`config.mk`:
```
export PLATFORM = sky130hd
export DESIGN_NAME = conf_timing_sequencer
export DESIGN_NICKNAME = d
export VERILOG_FILES = /design/src/rtl/conf_timing_sequencer.sv
export SDC_FILE = /design/constraint.sdc
export NUM_CORES = 1
export LEC_CHECK = 0
export BUFFER_PORTS_ARGS = -buffer_cell sky130_fd_sc_hd__buf_2
export CAP_MARGIN = 20
export CORE_ASPECT_RATIO = 1.4
export CORE_UTILIZATION = 37
export DETAILED_ROUTE_END_ITERATION = 6
export GPL_TIMING_DRIVEN = 0
export PLACE_DENSITY_LB_ADDON = 0.12
export SYNTH_ARGS = -nofsm -noshare
export SYNTH_HDL_FRONTEND = slang
export SYNTH_SLANG_ARGS = --single-unit
```
`constraint.sdc`:
```
create_clock -name clk -period 9.75 [get_ports clk]
set_input_delay 0.4875 -clock clk [delete_from_list [all_inputs] [get_ports clk]]
set_output_delay 0.4875 -clock clk [all_outputs]
set_load 0.01 [all_outputs]
```
`src/rtl/conf_timing_sequencer.sv`:
```
// Morse timing configuration: BCD options to pulse counts.
// One shared BCD converter and one shift-add multiplier, sequenced.
module conf_timing_sequencer #(
  parameter int DIGITS = 6,
  parameter int HALF_W = 20,
  parameter int OUT_W  = 40
) (
  input  logic                clk,
  input  logic                rst,
  input  logic                ce,
  input  logic                update,
  input  logic [4*DIGITS-1:0] dit_units,
  input  logic [4*DIGITS-1:0] dah_units,
  input  logic [4*DIGITS-1:0] word_units,
  input  logic [4*DIGITS-1:0] tol_units,
  input  logic [4*DIGITS-1:0] pulses_per_unit,
  output logic [OUT_W-1:0]    dit_time,
  output logic [OUT_W-1:0]    dah_time,
  output logic [OUT_W-1:0]    word_time,
  output logic [OUT_W-1:0]    tol_time,
  output logic                busy,
  output logic                ready,
  output logic                bcd_err
);

  localparam int BCD_W = 4 * DIGITS;
  localparam int MAX_C = (HALF_W > DIGITS) ? HALF_W : DIGITS;
  localparam int CW    = $clog2(MAX_C) + 1;

  typedef enum logic [2:0] {
    IDLE,
    CONV_PPU,
    CONV_U,
    MUL,
    STORE
  } state_t;

  state_t state_q, state_d;

  logic [BCD_W-1:0]  unit_lat [4];
  logic [BCD_W-1:0]  dsr_q;
  logic [HALF_W-1:0] acc_q;
  logic [HALF_W-1:0] ppu_bin_q;
  logic [HALF_W-1:0] mplr_q;
  logic [OUT_W-1:0]  mcand_q;
  logic [OUT_W-1:0]  prod_q;
  logic [OUT_W-1:0]  time_q [4];
  logic [CW-1:0]     cnt_q;
  logic [1:0]        fld_q;
  logic              busy_q;
  logic              ready_q;
  logic              err_q;

  logic [3:0]        nib;
  logic [3:0]        dig;
  logic              nib_bad;
  logic [HALF_W-1:0] acc_nxt;
  logic              last_dig;
  logic              last_bit;

  // Digits arrive MSD first from the top of the shift register.
  always_comb begin
    nib      = dsr_q[BCD_W-1 -: 4];
    nib_bad  = (nib > 4'd9);
    dig      = nib_bad ? 4'd9 : nib;
    acc_nxt  = acc_q * HALF_W'(10) + HALF_W'(dig);
    last_dig = (cnt_q == CW'(DIGITS - 1));
    last_bit = (cnt_q == CW'(HALF_W - 1));
  end

  always_comb begin
    state_d = state_q;
    unique case (state_q)
      IDLE:     state_d = IDLE;
      CONV_PPU: if (last_dig) state_d = CONV_U;
      CONV_U:   if (last_dig) state_d = MUL;
      MUL:      if (last_bit) state_d = STORE;
      STORE:    state_d = (fld_q == 2'd3) ? IDLE : CONV_U;
      default:  state_d = IDLE;
    endcase
    if (update) state_d = CONV_PPU;
  end

  always_ff @(posedge clk) begin
    if (rst) state_q <= IDLE;
    else if (ce) state_q <= state_d;
  end

  always_ff @(posedge clk) begin
    if (rst) begin
      unit_lat  <= '{default: '0};
      dsr_q     <= '0;
      acc_q     <= '0;
      ppu_bin_q <= '0;
      mplr_q    <= '0;
      mcand_q   <= '0;
      prod_q    <= '0;
      time_q    <= '{default: '0};
      cnt_q     <= '0;
      fld_q     <= '0;
      busy_q    <= 1'b0;
      ready_q   <= 1'b0;
      err_q     <= 1'b0;
    end else if (ce) begin
      if (update) begin
        unit_lat <= '{dit_units, dah_units,
                      word_units, tol_units};
        dsr_q    <= pulses_per_unit;
        acc_q    <= '0;
        cnt_q    <= '0;
        fld_q    <= '0;
        err_q    <= 1'b0;
        ready_q  <= 1'b0;
        busy_q   <= 1'b1;
      end else begin
        unique case (state_q)
          CONV_PPU: begin
            err_q <= err_q | nib_bad;
            if (last_dig) begin
              ppu_bin_q <= acc_nxt;
              acc_q     <= '0;
              cnt_q     <= '0;
              dsr_q     <= unit_lat[0];
            end else begin
              acc_q <= acc_nxt;
              cnt_q <= cnt_q + CW'(1);
              dsr_q <= dsr_q << 4;
            end
          end
          CONV_U: begin
            err_q <= err_q | nib_bad;
            if (last_dig) begin
              mplr_q  <= acc_nxt;
              mcand_q <= OUT_W'(ppu_bin_q);
              prod_q  <= '0;
              acc_q   <= '0;
              cnt_q   <= '0;
            end else begin
              acc_q <= acc_nxt;
              cnt_q <= cnt_q + CW'(1);
              dsr_q <= dsr_q << 4;
            end
          end
          MUL: begin
            if (mplr_q[0]) prod_q <= prod_q + mcand_q;
            mcand_q <= mcand_q << 1;
            mplr_q  <= mplr_q >> 1;
            cnt_q   <= last_bit ? '0 : cnt_q + CW'(1);
          end
          STORE: begin
            time_q[fld_q] <= prod_q;
            if (fld_q == 2'd3) begin
              busy_q  <= 1'b0;
              ready_q <= 1'b1;
            end else begin
              fld_q <= fld_q + 2'd1;
              dsr_q <= unit_lat[fld_q + 2'd1];
            end
          end
          default: ;
        endcase
      end
    end
  end

  assign dit_time  = time_q[0];
  assign dah_time  = time_q[1];
  assign word_time = time_q[2];
  assign tol_time  = time_q[3];
  assign busy      = busy_q;
  assign ready     = ready_q;
  assign bcd_err   = err_q;

endmodule
```
---- Word level (Yosys, flattened, before mapping) ----
Cells that the tools add are included.
word-level totals
  register bits after elaboration ......... 434
  input bits .............................. 124
  output and inout port bits .............. 163
  logic and storage cells ................. 110
cells by class
  $add $sub $neg .......................... 4
  $mul .................................... 1
  order comparisons ....................... 4
  equal/unequal tests ..................... 15
  muxes and demuxes ....................... 43
  bitwise operators ....................... 4
  reduce and logical (&&, ||, !) cells .... 19
operators with widths
  operator                                                                count
  160-bit bitwise mux                                                     1
  40-bit 2-to-1 mux                                                       4
  40-bit case mux with 2 select lines                                     2
  24-bit 2-to-1 mux                                                       6
  40-bit demux with 2-bit select                                          1
  20-bit 2-to-1 mux                                                       4
  24-bit case mux with 3 select lines                                     1
  24-bit binary-select mux with 2-bit select                              1
  40-bit adder                                                            1
  20-bit case mux with 2 select lines                                     1
  20-bit by 4-bit adder with 20-bit output                                1
  20-bit by 3-bit multiplier with 19-bit output (second input constant)   1
  6-bit 2-to-1 mux                                                        3
  4-bit AND reduction                                                     4
  3-bit != test (second input constant)                                   5
  3-bit 2-to-1 mux                                                        4
  3-bit case mux with 4 select lines                                      1
  6-bit case mux with 2 select lines                                      1
  3-bit AND reduction                                                     3
  1-bit 2-to-1 mux                                                        8
  2-bit 2-to-1 mux                                                        4
  2-bit nonzero test                                                      4
  6-bit by 1-bit adder with 6-bit output (second input constant)          1
  3-bit by 2-bit equality test with 1-bit output (second input constant)  2
  20 further kinds                                                        26

---- Longest topological paths before layout ----
Gate-level depths: netlist of the first run.
  depth in word-level cells ............... 8
  gate-level depth with buffers ........... 13
  mapped depth without buffers ............ 13

---- Least setup slack after synthesis of the first run ----
Ideal clock, no wire load.
  kind .................................... register to register
  from .................................... register acc_q[1]
  to ...................................... register ppu_bin_q[19]
  library setup time ...................... 0.086 ns
  arrival ................................. 3.085 ns
  data required time ...................... 9.664 ns
  path slack .............................. 6.580 ns
  cell stages (with the launch flop) ...... 14
  buffers on the path ..................... 0
  period minus slack after synthesis ...... 3.170 ns
  cells stage by stage .................... dfxtp_1 ha_1 ha_1 fa_1 a211oi_2 o21ai_0 nor3b_2 or2_1 a221o_1 a21oi_2 xnor2_1 nand3_1 xor2_1 a211oi_1
on the way
  word-level cells in the longest chain between the ends .. 2
ends and longest elaborated chain
  what                                           line  source
  start: declaration                             42    logic [HALF_W-1:0] acc_q;
  start signal: assignment                       125   acc_q <= acc_nxt;
  start signal: assignment                       139   acc_q <= acc_nxt;
  20-bit by 3-bit multiplier with 19-bit output  66    acc_nxt = acc_q * HALF_W'(10) + HALF_W'(dig);
  20-bit by 4-bit adder with 20-bit output       66
  end signal: assignment                         120   ppu_bin_q <= acc_nxt;
  end: declaration                               43    logic [HALF_W-1:0] ppu_bin_q;
Every way passes these cells.
A chain may end at the register's enable or synchronous reset.

---- Worst setup path after layout of the first run ----
  from .................................... register acc_q[1]
  to ...................................... register mplr_q[13]
on the way
  word-level cells in the longest chain between the ends .. 4
ends and longest elaborated chain
  what                                           line  source
  20-bit by 3-bit multiplier with 19-bit output  66
  20-bit by 4-bit adder with 20-bit output       66
  20-bit 2-to-1 mux                              132   if (last_dig) begin
  20-bit case mux with 2 select lines            116   unique case (state_q)
  end signal: assignment                         133   mplr_q <= acc_nxt;
  end signal: assignment                         147   mplr_q <= mplr_q >> 1;
  end: declaration                               44    logic [HALF_W-1:0] mplr_q;
Every way passes these cells. The select of a mux whose other input is x is not followed.

==> run metrics, run 1 <==
worst setup path start=acc_q[1]; xor and xnor area share after synthesis=between 3 and 4%; arrival time at the worst endpoint=4.22 ns; number of enable-type register cells in the synthesized netlist=0; CTS tree=built; internal power contribution=approximately 0.0029 W; count of input and output buffers=284; max-slew violation count=0; Reg2Reg Depth=13; Post-Syn Area=0.0200 mm²; required arrival time at the worst endpoint=10.25 ns; largest area contributor in the synthesized netlist=dfxtp_1; count of fill cells added during filler insertion=about 5600; fraction of the mapped netlist area in simple logic gates=20.6%; overflow left after global routing=0; setup slack after layout=6.03 ns; number of distinct library cell variants in the gate-level netlist after synthesis=73; antenna diode instance count=0; Total Negative Setup Slacks=0 ns; detailed-route via count=19024; layout net count=~3000; crit-path max FO=4; share of total power in the clock network=47.2%; Antenna Nets Post-Route=0; run status=completed; Power per Cell Area=158 mW/mm²; critical register-to-register path endpoint=mplr_q[13]; boundary pin count=~290; first-pass GRT wire length=102000 µm; wire length per cell after detailed routing=between 15 and 20 µm; Avg Inst Size Synth=7.84 µm²; Synthesized Nets=2759; power spent charging and discharging nets=just under 0.0009 W; horizontal extent of the die=199 µm; H-Tree Depth=2; most area-consuming cells after synthesis=dfxtp_1, nand2_1, a21oi_1; number of search-and-repair iterations in the first detailed-routing pass=6; launch instance of the worst register-to-register path=acc_q[1]; portion of total power attributed to sequential cells=48.0%; worst hold path class=in -> reg; unrepaired setup endpoints after global routing=false; FF+latch count, synth=433; Setup-failing EPs final=0; register clock-pin slew on the reported worst setup and hold paths=0.07 ns; initial antenna violation count=2; Critical Path Start Type=flip-flop; worst supply voltage drop on vdd=0.128 mV; final setup skew=0.0316 ns; total clock buffers created by CTS=45; fraction of the mapped netlist area in compound gates=21.6%; final estimated routing congestion in global placement=0.930; pin count of the biggest net entering global routing=15; pin slew with the least headroom to its limit=about 1.1 ns; combined area of the multi-input logic cells=around 0.010 mm²; Synth Area in Adders=5.24%; area of all sequential standard cells=0.00867 mm²; share of the synthesized area in the top cell type=43.3%; most repeated cell in the gate-level netlist after synthesis=nand2_1; final HPWL from detailed placement=52100 µm; synthesis warning total=0; final hold violation count=0; total core area=0.0533 mm²; final core utilization=roughly 45%; effective utilization at floorplan=37.5%; endpoint of the most critical setup path=mplr_q[13]; mux cell area share after synthesis=1.57%; overall power after layout=0.00377 W; combinational power share=under 10%; post-CTS sizing=0; Tcrit/Tclk final=a little under two fifths; setup bufs post-CTS=0; Post-Syn Instances=2553; via count of the first global-routing pass=18612; r2r setup slk=6.03 ns; initial detailed-routing violation count=1050; start-to-end type of the worst setup path=reg -> reg; Vias per Instance=5.24; buffer levels on the longest clock path=3; growth of design area from synthesis to finish=19.1%; GRT Util Overall=23.9%; Post-synth top flop=dfxtp_1; top cells by count, synth=nand2_1, dfxtp_1, a21oi_1; main combinational cell family by area after synthesis=compound AO/OA/AOI/OAI gates; layout cells sized above 1=13.7%; clock tree root buffer cell=clkbuf_16; leakage dissipation=about 9.5 nW; Worst-Skew Late Latency=0.61 ns; num rows=100; asr flop ratio synth=0%; sw frac=23.6%; Die Footprint=0.0550 mm²; Die H=277 µm; clock period minus worst slack=3.72 ns; DRC violations left=0; count of max-cap constraint violations=0; type of destination of the critical path=flip-flop; post-detailed-routing wire length=67100 µm; worst max-slew margin expressed relative to the limit=28.6%; CTS Hold Bufs=0; placement-stage worst setup slack=6.10 ns; Seq/Total Area, Yosys=43.3%; FMAX=269 MHz; number of sinks handled by clock tree synthesis=around 430
==> power groups by stage <==
stage                     Combinational (W)  Clock, W  Sequential, W
after floorplan                    0.000105         0        0.00184
after global placement             0.000182         0        0.00185
after detailed placement           0.000184         0        0.00185
after CTS                          0.000185   0.00182        0.00181
after global routing               0.000203   0.00189        0.00181
final                              0.000184   0.00178        0.00181
==> cell type report <==
class,count,area share [%]
timing repair buffer,284,5.96
inverter,39,0.614
tap,714,3.75
buffer,190,3.11
clock inverter,17,0.919
clock buffer,64,5.40
multi-input combinational,1891,43.9
sequential,433,36.4
==> placed cells by master, fill, tap and decap left out, types with 12 or more instances in the layout <==
cell,instances
a22oi_1,53
a21oi_1,364
and3_1,12
nor2_1,218
clkbuf_1,175
a22o_1,17
a221oi_1,40
nand4_1,14
nor3_1,21
a31oi_1,16
xnor2_1,43
nand2_1,672
a211oi_1,20
dfxtp_1,433
buf_2,297
nand3_1,28
inv_1,39
o21ai_0,47
clkbuf_16,45
mux2i_1,19
xor2_1,28
a21o_1,37
a311oi_1,24
nor2b_1,12
ha_1,79
o21ai_1,17
==> flip-flops by register name, summed over array words and instances, names as in the netlist <==
signal     cells
dsr_q         24
busy           1
dah_time      40
word_time     40
state_q        3
ppu_bin_q     20
cnt_q          6
prod_q        40
acc_q         19
mcand_q       40
ready          1
fld_q          2
tol_time      40
unit_lat      96
bcd_err        1
dit_time      40
mplr_q        20
==> how the worst min path moves through the flow <==
stage,to,startpoint,depth (start not counted)
floorplan,mplr_q[0],mplr_q[0],2
global placement,word_time[24],word_time[24],2
detailed placement,word_time[16],word_time[16],2
CTS,unit_lat[89],dit_units[17],3
global route,unit_lat[4],tol_units[4],3
finish,unit_lat[89],dit_units[17],3
==> kinds of logic (layout without fill, tap and decap cells) <==
family | count (synthesis) | in the layout
and+or+nand+nor | 1017 | 1017
AOI/OAI and AO/OA | 695 | 695
DFF | 433 | 433
buffers and inverters | 229 | 594
adders and majority gates | 82 | 82
xor gates and xnor gates | 72 | 72
muxes | 25 | 25
==> critical path: stages, from the launching register on <==
cell and delay (ns):
dfxtp_1 0.41, ha_1 0.26, ha_1 0.25, fa_1 0.46
a211oi_2 0.26, o21bai_1 0.11, a21oi_1 0.25, o21bai_1 0.13
xnor2_1 0.33, and2_1 0.25, nor2b_1 0.17, xor2_1 0.44
nand2_1 0.12, a31oi_1 0.17
==> per-layer routing <==
layer	part of all wire (%)	up-vias	routed length, µm	GRT usage [%]
li1	-	9446	-	-
met1	39	8869	26400	26.7
met2	51	554	34200	43.5
met3	4.9	151	3310	3.73
met4	4.7	4	3140	11.2
met5	0.039	-	26	0
==> stage by stage <==
stage          hold slack (ns)  instances  instance area (µm²)
3_3_place_gp             0.441       3551                22300
4_1_cts                 0.0917       3632                23800
3_5_place_dp             0.444       3551                22300
6_report                 0.119       3632                23800
2_1_floorplan            0.432       2553                20000
5_1_grt                  0.116       3632                23800
No activity file was read; power rests on OpenSTA's default activity.
==> run 2: changes to the inputs <==
==> constraint.sdc (replaced) <==
create_clock -name clk -period 3.6 [get_ports clk]
set_input_delay 0.18 -clock clk [delete_from_list [all_inputs] [get_ports clk]]
set_output_delay 0.18 -clock clk [all_outputs]
set_load 0.01 [all_outputs]
==> run 2 against run 1 <==
Global-route usage up 0.49 points. Sequential power rose to 2.7 times the previous value. Power rose to 2.7 times the previous value. Worst hold slack worse by 0.096 ns. Die area unchanged. Critical path depth unchanged. Clock skew up 0.0024 ns. Non-clock buffer count up 106. Wire length up 2.1%. Sequential share of layout area down 1.7 points. Core utilization up 2.3 points. Via count up 3.0%. Critical endpoint is now ppu_bin_q[19].
==> run metrics, run 2 (same netlist as run 1, synthesis figures left out) <==
area of all sequential standard cells=0.00867 mm²; arrival time at the worst endpoint=4.02 ns; total clock buffers created by CTS=45; post-detailed-routing wire length=a little under 70000 µm; wire length per cell after detailed routing=18.3 µm; Die Footprint=0.0550 mm²; layout cells sized above 1=about 14%; count of fill cells added during filler insertion=between 5000 and 6000; growth of design area from synthesis to finish=25.1%; run status=completed; crit-path max FO=4; overflow left after global routing=0; pin count of the biggest net entering global routing=15; number of search-and-repair iterations in the first detailed-routing pass=7; final setup skew=0.0340 ns; first-pass GRT wire length=104000 µm; number of sinks handled by clock tree synthesis=433; combined area of the multi-input logic cells=0.0106 mm²; setup slack after layout=0.0753 ns; Die H=277 µm; Hold WS=0.0226 ns; start-to-end type of the worst setup path=reg -> reg; register with the most flip-flops=unit_lat; startpoint of the worst hold path=pulses_per_unit[19]; worst setup path start=acc_q[1]; total core area=between 0.05 and 0.06 mm²; H-Tree Depth=2; count of input and output buffers=roughly 280; commonest non-fill, non-tap cells in the layout=nand2_1, dfxtp_1, a21oi_1; unrepaired setup endpoints after global routing=true; required arrival time at the worst endpoint=between 4 and 5 ns; register clock-pin slew on the reported worst setup and hold paths=0.07 ns; horizontal extent of the die=about 200 µm; final estimated routing congestion in global placement=0.930; GRT Util Overall=between 20% and 30%; final HPWL from detailed placement=52100 µm; via count of the first global-routing pass=19174; commonest non-fill, non-tap cell in the layout=nand2_1; initial antenna violation count=2; Antenna Nets Post-Route=0; DRC violations left=0; layout net count=3196; buffer levels on the longest clock path=3; Critical Path Start Type=flip-flop; Vias per Instance=5.24; effective utilization at floorplan=37.5%; antenna diode instance count=0; Setup-failing EPs final=0; worst hold path class=in -> reg; max-slew violation count=0; worst supply voltage drop on vdd=0.351 mV; Power per Cell Area=412 mW/mm²; detailed-route via count=19597; clock period minus worst slack=approximately 3.5 ns; num rows=100; leakage dissipation=10.1 nW; initial detailed-routing violation count=~1100; clock tree root buffer cell=clkbuf_16; flip-flop count of the largest register after layout=96; Worst-Skew Late Latency=0.61 ns; launch instance of the worst register-to-register path=acc_q[1]; placement-stage worst setup slack=-0.0503 ns; type of destination of the critical path=flip-flop; count of max-cap constraint violations=0; final hold violation count=0; CTS tree=built; pin slew with the least headroom to its limit=1.04 ns; worst max-slew margin expressed relative to the limit=30.7%; FMAX=284 MHz; Tcrit/Tclk final=between 90 and 100%; boundary pin count=287
-- run 2: cell count changes in the layout (fill, tap and decap cells not counted), sizes merged --
| cell | delta |
|---|---|
| dlygate4sd3 | +105 |
| clkbuf | +2 |
| buf | -1 |
-- run 2: layer usage --
layer / GRT usage [%] / vias to the layer above / wire length (µm)
met5: 0 / - / 26
met4: 12.6 / 4 / 3520
met3: 3.67 / 173 / 3470
met2: 44.3 / 595 / 34900
met1: 27.0 / 9169 / 26600
li1: - / 9656 / -
-- run 2: final cells by class --
cell class	instances	area share (%)
Multi-Input combinational cell	1891	42.3
Clock inverter	17	0.875
Inverter	39	0.585
Sequential cell	433	34.6
Clock buffer	64	5.14
Tap cell	714	3.57
Timing Repair Buffer	390	9.91
Buffer	190	2.97
-- run 2: path summary, 6_finish.rpt --
| kind | to | slack (ns) | cells past startpoint |
|---|---|---|---|
| worst max-delay path | ppu_bin_q[19] | 0.08 | 13 |
| worst min-delay path | dsr_q[19] | 0.02 | 5 |
| worst max register to register | ppu_bin_q[19] | 0.08 | 13 |
| worst min register to register | word_time[16] | 0.45 | 2 |
-- run 2: what timing repair did --
| action | in CTS | in global routing |
|---|---|---|
| endpoints found under the setup margin | 10 | 25 |
| buffers inserted | 0 | 1 |
| gates resized for setup | 5 | 22 |
| hold buffers | 105 | 0 |
| pin swaps | 0 | 1 |
| hold endpoints to repair | 105 | 0 |
-- run 2: stage by stage --
step	TNS (ns)	utilization, %	cells	cell area (µm²)	total power [W]
final	0	47.0	3738	25000	0.0103
after global placement	-0.0311	41.9	3551	22300	0.00550
after CTS	0	46.7	3737	24900	0.0104
after detailed placement	-0.153	41.9	3551	22300	0.00551
after global routing	-0.0675	47.0	3738	25000	0.0107
after floorplan	0	-	2553	20000	0.00528
-- run 2: critical path, cell delays in order (launching register included) --
cell	delay (ns)
dfxtp_2	0.35
ha_1	0.30
ha_1	0.26
fa_2	0.41
a211oi_2	0.25
o21ai_0	0.13
nor3b_2	0.18
or2_1	0.22
a221o_1	0.35
a21oi_2	0.19
xnor2_2	0.20
nand3_1	0.15
xor2_1	0.19
a211oi_2	0.24
-- run 2: power breakdown --
group | switching, W | total [W] | internal, W
sequential | 0.0000404 | 0.00490 | 0.00486
combinational | 0.000359 | 0.000591 | 0.000232
clock | 0.00203 | 0.00482 | 0.00279
